[config.mk]
export PLATFORM = sky130hd
export DESIGN_NAME = vcu_insn_dispatcher
export DESIGN_NICKNAME = d
export VERILOG_FILES = /design/src/rtl/vcu_insn_dispatcher.sv
export SDC_FILE = /design/constraint.sdc
export NUM_CORES = 1
export LEC_CHECK = 0
export CAP_MARGIN = 10
export CORE_ASPECT_RATIO = 0.8
export CORE_MARGIN = 4
export CORE_UTILIZATION = 40
export CTS_CLUSTER_SIZE = 20
export DETAILED_ROUTE_END_ITERATION = 8
export PLACE_DENSITY = 0.78
export SLEW_MARGIN = 20
export SYNTH_ARGS = -nofsm -noshare
export SYNTH_HDL_FRONTEND = slang
export SYNTH_SLANG_ARGS = --single-unit
[constraint.sdc]
create_clock -name clk -period 7.6 [get_ports clk]
set_clock_uncertainty 0.15 [all_clocks]
set_input_delay 2.28 -clock clk [delete_from_list [all_inputs] [get_ports clk]]
set_output_delay 2.28 -clock clk [all_outputs]
set_load 0.01 [all_outputs]
[src/rtl/vcu_insn_dispatcher.sv]
// Hardware instruction issuer for the vCU: fetches a batch of instructions from RAM,
// issues each with a one-cycle work_en, and waits for the vcu_done falling edge under a watchdog.
module vcu_insn_dispatcher #(
  parameter int INSN_WIDTH         = 128,
  parameter int INSN_ADDRESS_WIDTH = 10,
  parameter int CNT_WIDTH          = 11,
  parameter int TIMEOUT_CYCLES     = 65535
) (
  input  logic                          clk,
  input  logic                          rst,
  input  logic                          start,
  input  logic [INSN_ADDRESS_WIDTH-1:0] base_addr,
  input  logic [CNT_WIDTH-1:0]          insn_num,
  output logic [INSN_ADDRESS_WIDTH-1:0] r_addr_insn,
  output logic                          r_en_insn,
  input  logic [INSN_WIDTH-1:0]         r_data_insn,
  output logic [INSN_WIDTH-1:0]         insn,
  output logic                          work_en,
  input  logic                          vcu_done,
  output logic                          busy,
  output logic                          done,
  output logic                          err,
  output logic [CNT_WIDTH-1:0]          issued_cnt
);

  localparam int WD_WIDTH = (TIMEOUT_CYCLES > 0) ? $clog2(TIMEOUT_CYCLES + 1) : 1;

  typedef enum logic [2:0] {
    S_IDLE,
    S_FETCH,
    S_LOAD,
    S_ISSUE,
    S_WAIT,
    S_FIN
  } state_t;

  state_t                        state, state_nxt;
  logic [INSN_ADDRESS_WIDTH-1:0] addr;
  logic [CNT_WIDTH-1:0]          num;
  logic [WD_WIDTH-1:0]           wd_cnt;
  logic                          done_d;
  logic                          done_seen_arm;
  logic                          completion;
  logic                          timeout_hit;
  logic                          last_insn;

  // A falling edge only counts once a full WAIT cycle has passed since the issue strobe.
  assign completion  = (state == S_WAIT) && done_seen_arm && done_d && !vcu_done;
  assign timeout_hit = (TIMEOUT_CYCLES != 0) && (state == S_WAIT) &&
                       (wd_cnt == WD_WIDTH'(TIMEOUT_CYCLES));
  assign last_insn   = (issued_cnt + CNT_WIDTH'(1)) == num;

  assign r_en_insn   = (state == S_FETCH);
  assign r_addr_insn = r_en_insn ? addr : '0;
  assign work_en     = (state == S_ISSUE);
  assign done        = (state == S_FIN);
  assign busy        = (state != S_IDLE);

  // NOTE: sequential state uses non-blocking assignments so every register samples
  // pre-edge values regardless of process ordering.
  always_ff @(posedge clk or posedge rst) begin
    if (rst) state <= S_IDLE;
    else     state <= state_nxt;
  end

  // NOTE: next state gets a default before the case so no path leaves it unassigned
  // (which would infer a latch).
  always_comb begin
    state_nxt = state;
    unique case (state)
      S_IDLE:  if (start) state_nxt = (insn_num == '0) ? S_FIN : S_FETCH;
      S_FETCH: state_nxt = S_LOAD;
      S_LOAD:  state_nxt = S_ISSUE;
      S_ISSUE: state_nxt = S_WAIT;
      S_WAIT: begin
        if (completion)       state_nxt = last_insn ? S_FIN : S_FETCH;
        else if (timeout_hit) state_nxt = S_FIN;
      end
      S_FIN:   state_nxt = S_IDLE;
      default: state_nxt = S_IDLE;
    endcase
  end

  always_ff @(posedge clk or posedge rst) begin
    if (rst) begin
      addr          <= '0;
      num           <= '0;
      insn          <= '0;
      issued_cnt    <= '0;
      err           <= 1'b0;
      wd_cnt        <= '0;
      done_d        <= 1'b0;
      done_seen_arm <= 1'b0;
    end else begin
      done_d <= vcu_done;
      unique case (state)
        S_IDLE: begin
          if (start) begin
            addr       <= base_addr;
            num        <= insn_num;
            issued_cnt <= '0;
            err        <= 1'b0;
          end
        end
        S_LOAD: begin
          insn <= r_data_insn;
          addr <= addr + INSN_ADDRESS_WIDTH'(1);
        end
        S_ISSUE: begin
          wd_cnt        <= '0;
          done_seen_arm <= 1'b0;
        end
        S_WAIT: begin
          done_seen_arm <= 1'b1;
          wd_cnt        <= wd_cnt + WD_WIDTH'(1);
          if (completion)       issued_cnt <= issued_cnt + CNT_WIDTH'(1);
          else if (timeout_hit) err        <= 1'b1;
        end
        default: ;
      endcase
    end
  end

endmodule

After elaboration in Yosys (flattened, before gate mapping):

Cells that the tools add are included.

* $add $sub $neg: 3
* multipliers: 0
* div/mod/pow operators: 0
* $lt $le $gt $ge: 0
* equality and inequality tests: 12
* shift operators: 0
* mux-type cells: 18
* bitwise logic cells: 0
* reductions and logical operators: 16

Operators with widths (number)
* $pmux 16 s2: 1
* $mux 11: 2
* $pmux 11 s2: 1
* $mux 10: 2
* $pmux 10 s2: 1
* $add 16x1->16 const B: 1
* $eq 16x16->1 const B: 1
* $mux 3: 5
* $pmux 3 s5: 1
* $add 11x1->11 const B: 1
* $eq 11x11->1: 1
* $logic_not 11->1: 1
* $add 10x1->10 const B: 1
* $ne 2x2->1 const B: 4
* $eq 3x2->1 const B: 2
* $eq 3x3->1 const B: 2
* $reduce_and 2->1: 3
* $reduce_bool 2->1: 3
* $logic_and 1x1->1: 4
* $pmux 1 s2: 2
* $reduce_and 4->1: 1
* $eq 3x1->1 const B: 1
* $logic_not 3->1: 1
* $mux 1: 3
* 4 further kinds: 4

* flip-flop bits (word level): 182
* bits in latches: 0
* RAM bits: 0
* ROM bits: 0
* input bits: 153
* output and inout bits: 154
* logic and storage cells: 58
* memories: 0

Longest topological paths before layout:

Gate-level depths: netlist of the first run.

* word-level depth: 6
* depth in mapped cells: 8
* mapped depth without buffers: 7

Least setup slack after synthesis of the first run:

No wires, ideal clock.

* path kind: register to output
* from: register state[1]
* to: output port r_addr_insn[0]
* arrival time: 1.244 ns
* required time: 5.170 ns
* path slack: 3.926 ns
* cell stages (with the launch flop): 5
* path buffers: 2
* cells stage by stage: dfrtp_1 buf_4 nor3b_1 clkbuf_1 and2_1

* cells in the longest elaborated chain, start to end: 2

RTL lines
* start: declaration: RTL line 37 `state_t state, state_nxt;`
* start signal: assignment: RTL line 63 `else state <= state_nxt;`
* $eq 3x1->1: RTL line 53 `assign r_en_insn = (state == S_FETCH);`
* via r_en_insn: RTL line 15 `output logic r_en_insn,`
* $mux 10: RTL line 54 `assign r_addr_insn = r_en_insn ? addr : '0;`
* end: declaration: RTL line 14 `output logic [INSN_ADDRESS_WIDTH-1:0] r_addr_insn,`

The timed path passes the listed nets, and every way through them passes these cells.

Worst setup path after layout of the first run:

* from: register state[0]
* to: output port r_addr_insn[9]

* cells in the longest elaborated chain, start to end: 2

RTL lines (RTL line)
* $eq 3x1->1: 53
* $mux 10: 54

No other way between the ends.

==> flow_metrics.env, run 1 <==
export IMPL_yosysSeqAreaShare=0.589
export IMPL_critPathLaunchType="register"
export IMPL_area_delta_synth_final_pct=49.3
export IMPL_min_period_over_period=0.692
export IMPL_portBuffers=306
export IMPL_ys_ff_latch=182
export IMPL_avgSynthCellArea_um2=8.83
export IMPL_postCtsHoldBufs=0
export IMPL_power_density_mw_per_mm2=395
export IMPL_final_cell_mix="454 x nand2_1, 306 x clkdlybuf4s50_1, 182 x dfrtp_1"
export IMPL_min_period_ns=5.26
export IMPL_layout_commonest_cell="nand2_1"
export IMPL_grt_first_pass_wirelength_um=37000
export IMPL_dp_cells=1402
export IMPL_routed_wl_um=23300
export IMPL_nFillCells=1623
export IMPL_rsz0062_at_grt="no"
export IMPL_synth_fp_nets=1032
export IMPL_synthArstFlopShare=1.00
export IMPL_dieArea_mm2=0.0216
export IMPL_instances_no_fill=1435
export IMPL_synth_edf_count=0
export IMPL_clk_latency_ns=0.42
export IMPL_finalSetupViolCount=0
export IMPL_cts_repair_resized=0
export IMPL_place_hpwl_um=16900
export IMPL_grt_max_degree=109
export IMPL_synthMuxAreaShare=0.0103
export IMPL_place_gp_congestion=0.851
export IMPL_synth_area_mm2=0.00774
export IMPL_crit_fanout=10
export IMPL_track_usage=0.215
export IMPL_cts_sinks=182
export IMPL_ant_nets=0
export IMPL_root_buffer="clkbuf_16"
export IMPL_yosys_area_top_type="dfrtp_1"
export IMPL_post_cts_setup_buffers=0
export IMPL_grt_overflow=0
export IMPL_layout_drive_gt1_share=0.0442
export IMPL_critPathArrivalTime_ns=2.83
export IMPL_ys_top_cells_by_area="dfrtp_1 59%, nand2_1 22%, o21ai_0 2.1%"
export IMPL_viasPerCell=4.86
export IMPL_drtPass1Iterations=5
export IMPL_ctsLongestPathBuffers=2
export IMPL_synth_top_family_by_area="simple AND/OR/NAND/NOR gates"
export IMPL_numCtsBuffers=17
export IMPL_die_w_um=164
export IMPL_hold_worst_slack_ns=0.322
export IMPL_synth_cell_type_count=51
export IMPL_dpl_cell_area_mm2=0.0110
export IMPL_synthAdderAreaFrac=0.00485
export IMPL_yosys_area_share_simple=0.293
export IMPL_initial_core_util=0.408
export IMPL_fin_nets=1319
export IMPL_hold_path_class="register to register"
export IMPL_timing_fmax_mhz=190
export IMPL_synth_ff_type="dfrtp_1"
export IMPL_max_cap_violations=0
export IMPL_end_kind="output port"
export IMPL_pin_count=307
export IMPL_drc=0
export IMPL_synth_top_area_frac=0.589
export IMPL_dieHeight_um=132
export IMPL_hold_viol_final=0
export IMPL_ir_drop_mv=0.212
export IMPL_crit_required_ns=5.17
export IMPL_dr_first_iter_drc_count=566
export IMPL_placementRows=45
export IMPL_tritoncts="built"
export IMPL_path_clk_slew_ns=0.07
export IMPL_postSynthCellCount=876
export IMPL_synth_compound_area_frac=0.0580
export IMPL_synth_warnings=0
export IMPL_tightestPinTransition_ns=0.972
export IMPL_antenna_found_initial=1
export IMPL_leakagePower_nw=5.47
export IMPL_synth_xor_area_frac=0.0170
export IMPL_power_total_w=0.00456
export IMPL_core_mm2=0.0190
export IMPL_maxSlewViolCount=0
export IMPL_tns_ns=0
export IMPL_grt_pass1_vias=6899
export IMPL_stdcell_area_mm2=0.0116
export IMPL_relSlewSlack=0.352
export IMPL_crit_type="register to output port"
export IMPL_run_status="finished, final reports clean"
export IMPL_wl_per_cell_um=16.2
export IMPL_vias=6976
export IMPL_htree_levels=4
## path summary, 6_finish.rpt
kind / slack [ns] / from / depth (start not counted) / endpoint
max: 2.34 / state[0]$_DFFE_PP0P_ / 4 / r_addr_insn[9]
min: 0.32 / insn[77]$_DFFE_PP0P_ / 2 / insn[77]$_DFFE_PP0P_
max reg2reg: 4.91 / state[1]$_DFFE_PP0P_ / 5 / addr[3]$_DFFE_PP0P_
min reg2reg: 0.32 / insn[77]$_DFFE_PP0P_ / 2 / insn[77]$_DFFE_PP0P_
max in group asynchronous: 3.88 / rst / 3 / insn[13]$_DFFE_PP0P_
min in group asynchronous: 2.26 / rst / 2 / addr[9]$_DFFE_PP0P_
## kinds of logic after synthesis
family | Yosys count
flip-flops | 182
buffers and inverters | 49
AND/OR/NAND/NOR | 547
AO/OA/AOI/OAI | 72
XOR/XNOR | 15
multiplexers | 8
adder cells (fa/ha/maj) | 3
## synth_stat cells (all sizes together), types with 7 or more instances
cell      n
nand2   455
dfrtp   182
o21ai    32
clkbuf   24
nand3    23
nor2     21
buf      20
and2     11
a21oi    10
xor2      9
mux2i     8
and3      7
## report_power, final
group          total (W)  switching (W)  internal, W
sequential       0.00165       0.000274      0.00138
combinational    0.00206        0.00106      0.00101
clock           0.000845       0.000411     0.000434
## cell type report
| cell class | count | area, um2 | share of cell area |
|---|---|---|---|
| multi-input combinational | 645 | 2980 | 0.257 |
| clock inverter | 15 | 139 | 0.0120 |
| tap | 258 | 323 | 0.0279 |
| inverter | 5 | 23.8 | 0.00206 |
| sequential | 182 | 4550 | 0.394 |
| antenna | 1 | 2.50 | 0.000217 |
| timing repair buffer | 312 | 3110 | 0.269 |
| clock buffer | 17 | 425 | 0.0368 |
## metal layers
metal / track usage / share of wire
met3: 0.0535 / 0.066
met4: 0.0731 / 0.025
met2: 0.352 / 0.49
met5: 0 / 0
met1: 0.281 / 0.42
## through the flow
stage               utilization  worst slack, ns
floorplan                     -            0.226
finish                    0.609             2.34
global route              0.609             2.24
CTS                       0.609             2.36
global placement          0.579             2.87
detailed placement        0.579             2.84
## registers in the layout, summed over array words and instances, names as in the netlist
name	flops
insn	128
num	11
done_seen_arm	1
done_d	1
wd_cnt	16
state	3
issued_cnt	11
addr	10
err	1
## worst max-delay path, cell delays in order (launching register included)
cell and delay, ns:
dfrtp_1 0.60, nor3b_1 0.82, buf_4 0.31, and2_1 0.15, clkdlybuf4s50_1 0.53
(Power assumes the default switching activity.)
==> run 2: changes to the inputs <==
--- a/config.mk
+++ b/config.mk
@@ -8,10 +8,10 @@
 export CAP_MARGIN = 10
 export CORE_ASPECT_RATIO = 0.8
 export CORE_MARGIN = 4
-export CORE_UTILIZATION = 40
+export CORE_UTILIZATION = 44
 export CTS_CLUSTER_SIZE = 20
 export DETAILED_ROUTE_END_ITERATION = 8
-export PLACE_DENSITY = 0.78
+export PLACE_DENSITY = 0.81
 export SLEW_MARGIN = 20
 export SYNTH_ARGS = -nofsm -noshare
 export SYNTH_HDL_FRONTEND = slang
==> constraint.sdc (replaced) <==
create_clock -name clk -period 5.1 [get_ports clk]
set_clock_uncertainty 0.15 [all_clocks]
set_input_delay 1.53 -clock clk [delete_from_list [all_inputs] [get_ports clk]]
set_output_delay 1.53 -clock clk [all_outputs]
set_load 0.01 [all_outputs]
==> run 2 against run 1 <==
  * Global-route usage rose by 1.9 points
  * Critical path depth did not move
  * Die area fell by 8.6%
  * Core utilization rose by 6.1 points
  * Sequential power rose by 49%
  * Sequential cell count did not move
  * Clock power rose by 68%
  * Via count rose by 0.63%
  * Largest power group unchanged
==> flow_metrics.env, run 2 (synthesized netlist as in run 1, its figures left out) <==
export IMPL_run_status="finished, final reports clean"
export IMPL_hold_path_startpoint="insn[23]$_DFFE_PP0P_"
export IMPL_portBuffers=306
export IMPL_vias=7020
export IMPL_postCtsHoldBufs=0
export IMPL_crit_required_ns=3.42
export IMPL_relSlewSlack=0.392
export IMPL_grt_max_degree=111
export IMPL_clk_latency_ns=0.43
export IMPL_critPathArrivalTime_ns=2.41
export IMPL_holdPathStages=2
export IMPL_end_kind="output port"
export IMPL_leakagePower_nw=5.51
export IMPL_fin_nets=1320
export IMPL_largest_reg_flops=128
export IMPL_post_cts_setup_buffers=0
export IMPL_power_total_w=0.00697
export IMPL_routed_wl_um=23300
export IMPL_ctsLongestPathBuffers=2
export IMPL_critPathLaunchType="register"
export IMPL_dieHeight_um=127
export IMPL_tns_ns=0
export IMPL_viasPerCell=5.01
export IMPL_hold_path_class="register to register"
export IMPL_max_cap_violations=0
export IMPL_ant_nets=0
export IMPL_regArea_mm2=0.00455
export IMPL_hold_viol_final=0
export IMPL_tightestPinTransition_ns=0.913
export IMPL_root_buffer="clkbuf_16"
export IMPL_r2r_slack_ns=2.48
export IMPL_placementRows=43
export IMPL_min_period_over_period=0.801
export IMPL_r2r_end="state[2]$_DFFE_PP0P_"
export IMPL_r2r_start="state[0]$_DFFE_PP0P_"
export IMPL_final_util=0.670
export IMPL_r2r_cells=6
export IMPL_drtPass1Iterations=7
export IMPL_crit_type="register to output port"
export IMPL_antenna_found_initial=1
export IMPL_instances_no_fill=1402
export IMPL_crit_fanout=10
export IMPL_numCtsBuffers=17
export IMPL_dieArea_mm2=0.0198
export IMPL_grt_first_pass_wirelength_um=36300
export IMPL_dr_first_iter_drc_count=528
export IMPL_ir_drop_mv=0.290
export IMPL_initial_core_util=0.447
export IMPL_cts_repair_resized=0
export IMPL_multi_input_area_mm2=0.00298
export IMPL_cts_sinks=182
export IMPL_grt_pass1_vias=6844
export IMPL_finalSetupViolCount=0
export IMPL_layout_commonest_cell="nand2_1"
export IMPL_drc=0
export IMPL_place_hpwl_um=17000
export IMPL_regMostFlops="insn"
export IMPL_timing_fmax_mhz=245
export IMPL_core_mm2=0.0173
export IMPL_min_period_ns=4.09
export IMPL_final_cell_mix="454 x nand2_1, 306 x clkdlybuf4s50_1, 182 x dfrtp_1"
export IMPL_htree_levels=4
export IMPL_power_density_mw_per_mm2=600
export IMPL_dp_cells=1370
export IMPL_rsz0062_at_grt="no"
export IMPL_layout_drive_gt1_share=0.0450
export IMPL_area_delta_synth_final_pct=49.9
export IMPL_pin_count=307
export IMPL_track_usage=0.234
export IMPL_tritoncts="built"
export IMPL_reg_top3="insn x128, wd_cnt x16"
export IMPL_wl_per_cell_um=16.6
export IMPL_antennaDiodeCount=0
export IMPL_maxSlewViolCount=0
export IMPL_hold_end="insn[23]$_DFFE_PP0P_"
export IMPL_nFillCells=1352
export IMPL_place_gp_congestion=0.833
export IMPL_die_w_um=156
export IMPL_grt_overflow=0
export IMPL_path_clk_slew_ns=0.07
[run 2: cell types whose count changed in the layout (fill, tap and decap cells not counted)]
cell,delta
buf_6,-1
inv_6,-4
buf_12,+1
clkinv_4,-2
bufinv_16,+3
buf_4,+1
clkinv_2,-1
diode_2,-1
inv_8,+3
clkinvlp_4,+1
[run 2: report_power, final]
group / internal (W) / switching (W)
Clock: 0.000799 / 0.000621
Combinational: 0.00150 / 0.00158
Sequential: 0.00205 / 0.000406
[run 2: how the worst max path moves through the flow]
stage,startpoint,to,cells past startpoint
2_1_floorplan,rst,addr[0]$_DFFE_PP0P_,1
3_3_place_gp,state[0]$_DFFE_PP0P_,r_addr_insn[0],4
3_5_place_dp,state[0]$_DFFE_PP0P_,r_addr_insn[4],4
4_1_cts,state[0]$_DFFE_PP0P_,r_addr_insn[4],4
5_1_grt,state[0]$_DFFE_PP0P_,r_addr_insn[4],4
6_report,state[0]$_DFFE_PP0P_,r_addr_insn[4],4
[run 2: worst max-delay path, cell delays in order (launching register included)]
cell             delay (ns)
dfrtp_1                0.59
nor3b_1                0.40
buf_4                  0.28
and2_1                 0.17
clkdlybuf4s50_1        0.54
[run 2: area by class of cell]
class                   instances  share of cell area
flip-flops and latches        182               0.393
repair buffers                313               0.270
multi-input cells             645               0.256
clock buffers                  17              0.0367
well taps                     225              0.0243
clock inverters                15              0.0184
inverters                       5             0.00194
[run 2: per-layer routing]
| metal | up-vias | global-route usage | wire [um] |
|---|---|---|---|
| li1 | 3377 | - | - |
| met1 | 3327 | 0.303 | 9890 |
| met2 | 260 | 0.377 | 11200 |
| met3 | 54 | 0.0590 | 1510 |
| met4 | 2 | 0.0944 | 728 |
| met5 | - | 0 | 8 |
[run 2: through the flow]
stage / cell area [um2] / worst slack (ns) / hold WS [ns]
floorplan: 7740 / 1.08 / 0.299
global placement: 11000 / 1.54 / 0.306
detailed placement: 11000 / 1.46 / 0.311
CTS: 11600 / 0.989 / 0.328
global route: 11600 / 0.885 / 0.339
finish: 11600 / 1.01 / 0.324
==> run 3: changes to the inputs <==
--- a/config.mk
+++ b/config.mk
@@ -8,10 +8,10 @@
 export CAP_MARGIN = 10
 export CORE_ASPECT_RATIO = 0.8
 export CORE_MARGIN = 4
-export CORE_UTILIZATION = 44
+export CORE_UTILIZATION = 40
 export CTS_CLUSTER_SIZE = 20
 export DETAILED_ROUTE_END_ITERATION = 8
-export PLACE_DENSITY = 0.81
+export PLACE_DENSITY = 0.78
 export SLEW_MARGIN = 20
 export SYNTH_ARGS = -nofsm -noshare
 export SYNTH_HDL_FRONTEND = slang
==> constraint.sdc (replaced) <==
create_clock -name clk -period 3.6 [get_ports clk]
set_clock_uncertainty 0.15 [all_clocks]
set_input_delay 1.08 -clock clk [delete_from_list [all_inputs] [get_ports clk]]
set_output_delay 1.08 -clock clk [all_outputs]
set_load 0.01 [all_outputs]
==> run 3 against run 2 <==
  * Non-clock buffer count is 7 higher
  * Critical path type unchanged
  * Via count is 0.56% higher
  * Register-to-register slack worse by 1.3 ns
  * Core utilization is 5.0 points lower
  * Clock-buffer cell count is 1 higher
  * Worst setup slack worse by 0.78 ns
  * Clock power is 51% higher
  * Critical path depth stayed put
  * Power is 44% higher
  * Sequential power is 41% higher
  * Wire length is 1.0% higher
  * First-iteration DRC count is 3.4% lower
==> flow_metrics.env, run 3 (synthesized netlist as in run 1, its figures left out) <==
export IMPL_run_status="finished, final reports clean"
export IMPL_pin_count=307
export IMPL_max_cap_violations=0
export IMPL_tightestPinTransition_ns=0.895
export IMPL_vias=7059
export IMPL_grt_pass1_vias=6961
export IMPL_layout_commonest_cell="nand2_1"
export IMPL_dieHeight_um=132
export IMPL_crit_type="register to output port"
export IMPL_startpoint="state[1]$_DFFE_PP0P_"
export IMPL_grt_max_degree=92
export IMPL_r2r_slack_ns=1.14
export IMPL_critPathLaunchType="register"
export IMPL_finalSetupViolCount=0
export IMPL_r2r_start="state[2]$_DFFE_PP0P_"
export IMPL_routed_wl_um=23500
export IMPL_end_kind="output port"
export IMPL_critPathSlowestCell="clkdlybuf4s50_1"
export IMPL_grt_overflow=0
export IMPL_viasPerCell=4.90
export IMPL_core_mm2=0.0190
export IMPL_path_clk_slew_ns=0.07
export IMPL_crit_chain="nor3b_2 -> buf_4 -> and2_1 -> clkdlybuf4s50_1"
export IMPL_place_hpwl_um=17300
export IMPL_final_cell_mix="454 x nand2_1, 306 x clkdlybuf4s50_1, 182 x dfrtp_1"
export IMPL_ir_drop_mv=0.406
export IMPL_r2r_cells=7
export IMPL_dp_cells=1410
export IMPL_regMostFlops="insn"
export IMPL_fin_nets=1327
export IMPL_initial_core_util=0.408
export IMPL_dp_slack_ns=0.573
export IMPL_reg_top3="insn x128, wd_cnt x16"
export IMPL_worst_slack_ns=0.236
export IMPL_antenna_found_initial=0
export IMPL_min_period_over_period=0.934
export IMPL_drtPass1Iterations=5
export IMPL_leakagePower_nw=5.56
export IMPL_timing_critical_path_depth=4
export IMPL_r2r_end="state[2]$_DFFE_PP0P_"
export IMPL_root_buffer="clkbuf_16"
export IMPL_die_w_um=164
export IMPL_critPathMaxStageDelay_ns=0.59
export IMPL_tns_ns=0
export IMPL_largest_reg_flops=128
export IMPL_ant_nets=0
export IMPL_crit_fanout=10
export IMPL_critPathBufInv=2
export IMPL_layout_drive_gt1_share=0.0507
export IMPL_htree_levels=4
export IMPL_crit_required_ns=2.37
export IMPL_power_total_w=0.0101
export IMPL_instances_no_fill=1441
export IMPL_tritoncts="built"
export IMPL_drc=0
export IMPL_numCtsBuffers=17
export IMPL_ctsLongestPathBuffers=2
export IMPL_relSlewSlack=0.403
export IMPL_dr_first_iter_drc_count=510
export IMPL_maxSlewViolCount=0
export IMPL_track_usage=0.217
export IMPL_placementRows=45
export IMPL_dieArea_mm2=0.0216
export IMPL_power_density_mw_per_mm2=856
export IMPL_hold_path_class="register to register"
export IMPL_antennaDiodeCount=0
export IMPL_worstSetupEndpoint="r_addr_insn[1]"
export IMPL_wl_per_cell_um=16.3
export IMPL_critPathArrivalTime_ns=2.13
export IMPL_place_gp_congestion=0.847
export IMPL_hold_viol_final=0
export IMPL_cts_sinks=182
export IMPL_post_cts_setup_buffers=0
export IMPL_area_delta_synth_final_pct=51.9
export IMPL_portBuffers=306
export IMPL_min_period_ns=3.36
export IMPL_cpLargestDelayFamily="buffers and inverters"
export IMPL_rsz0062_at_grt="no"
export IMPL_timing_fmax_mhz=297
export IMPL_clk_latency_ns=0.42
export IMPL_grt_first_pass_wirelength_um=37600
run 3: how the worst min path moves through the flow:
stage                           start                      to  slack (ns)  depth (start not counted)
5_1_grt          insn[84]$_DFFE_PP0P_    insn[84]$_DFFE_PP0P_        0.34                          2
6_report         insn[12]$_DFFE_PP0P_    insn[12]$_DFFE_PP0P_        0.32                          2
4_1_cts           insn[7]$_DFFE_PP0P_     insn[7]$_DFFE_PP0P_        0.33                          2
2_1_floorplan  wd_cnt[12]$_DFFE_PP0P_  wd_cnt[12]$_DFFE_PP0P_        0.30                          1
3_5_place_dp     insn[46]$_DFFE_PP0P_    insn[46]$_DFFE_PP0P_        0.31                          2
3_3_place_gp     insn[89]$_DFFE_PP0P_    insn[89]$_DFFE_PP0P_        0.31                          2
run 3: what timing repair did:
action / CTS / global route
hold endpoints to repair: 0 / 0
hold buffers: 0 / 0
setup endpoints to repair: 0 / 1
resized for setup: 0 / 1
run 3: worst register-to-register path: stages, from the launching register on:
cell      delay, ns
dfrtp_1        0.52
nor3b_4        0.55
nand4b_2       0.16
buf_4          0.22
o21ai_0        0.11
a41oi_2        0.08
nor4_1         0.42
a31o_1         0.19
run 3: report_power, final:
group	leakage (nW)	internal [W]	total, W	switching, W
sequential	2.28	0.00291	0.00346	0.000550
clock	0.329	0.00133	0.00214	0.000811
combinational	2.95	0.00217	0.00446	0.00229
total	5.56	0.00642	0.0101	0.00365
run 3: metal layers:
layer / GRT usage / vias up / wire [um]
met2: 0.350 / 235 / 11200
met4: 0.0601 / 0 / 433
met5: 0 / - / 0
li1: - / 3398 / -
met1: 0.291 / 3391 / 10100
met3: 0.0588 / 35 / 1750
run 3: area by class of cell:
cell class,instances,area (um2)
inverters,5,22.5
repair buffers,320,3190
clock inverters,13,239
flip-flops and latches,182,4550
clock buffers,18,439
multi-input cells,645,2980
well taps,258,323
fillers,1574,7220
run 3: metrics by stage:
| step | hold slack (ns) | cell area (um2) | util |
|---|---|---|---|
| final | 0.322 | 11800 | 0.619 |
| after global routing | 0.339 | 11800 | 0.619 |
| after CTS | 0.327 | 11700 | 0.619 |
| after detailed placement | 0.311 | 11100 | 0.583 |
| after global placement | 0.306 | 11100 | 0.583 |
| after floorplan | 0.299 | 7740 | - |
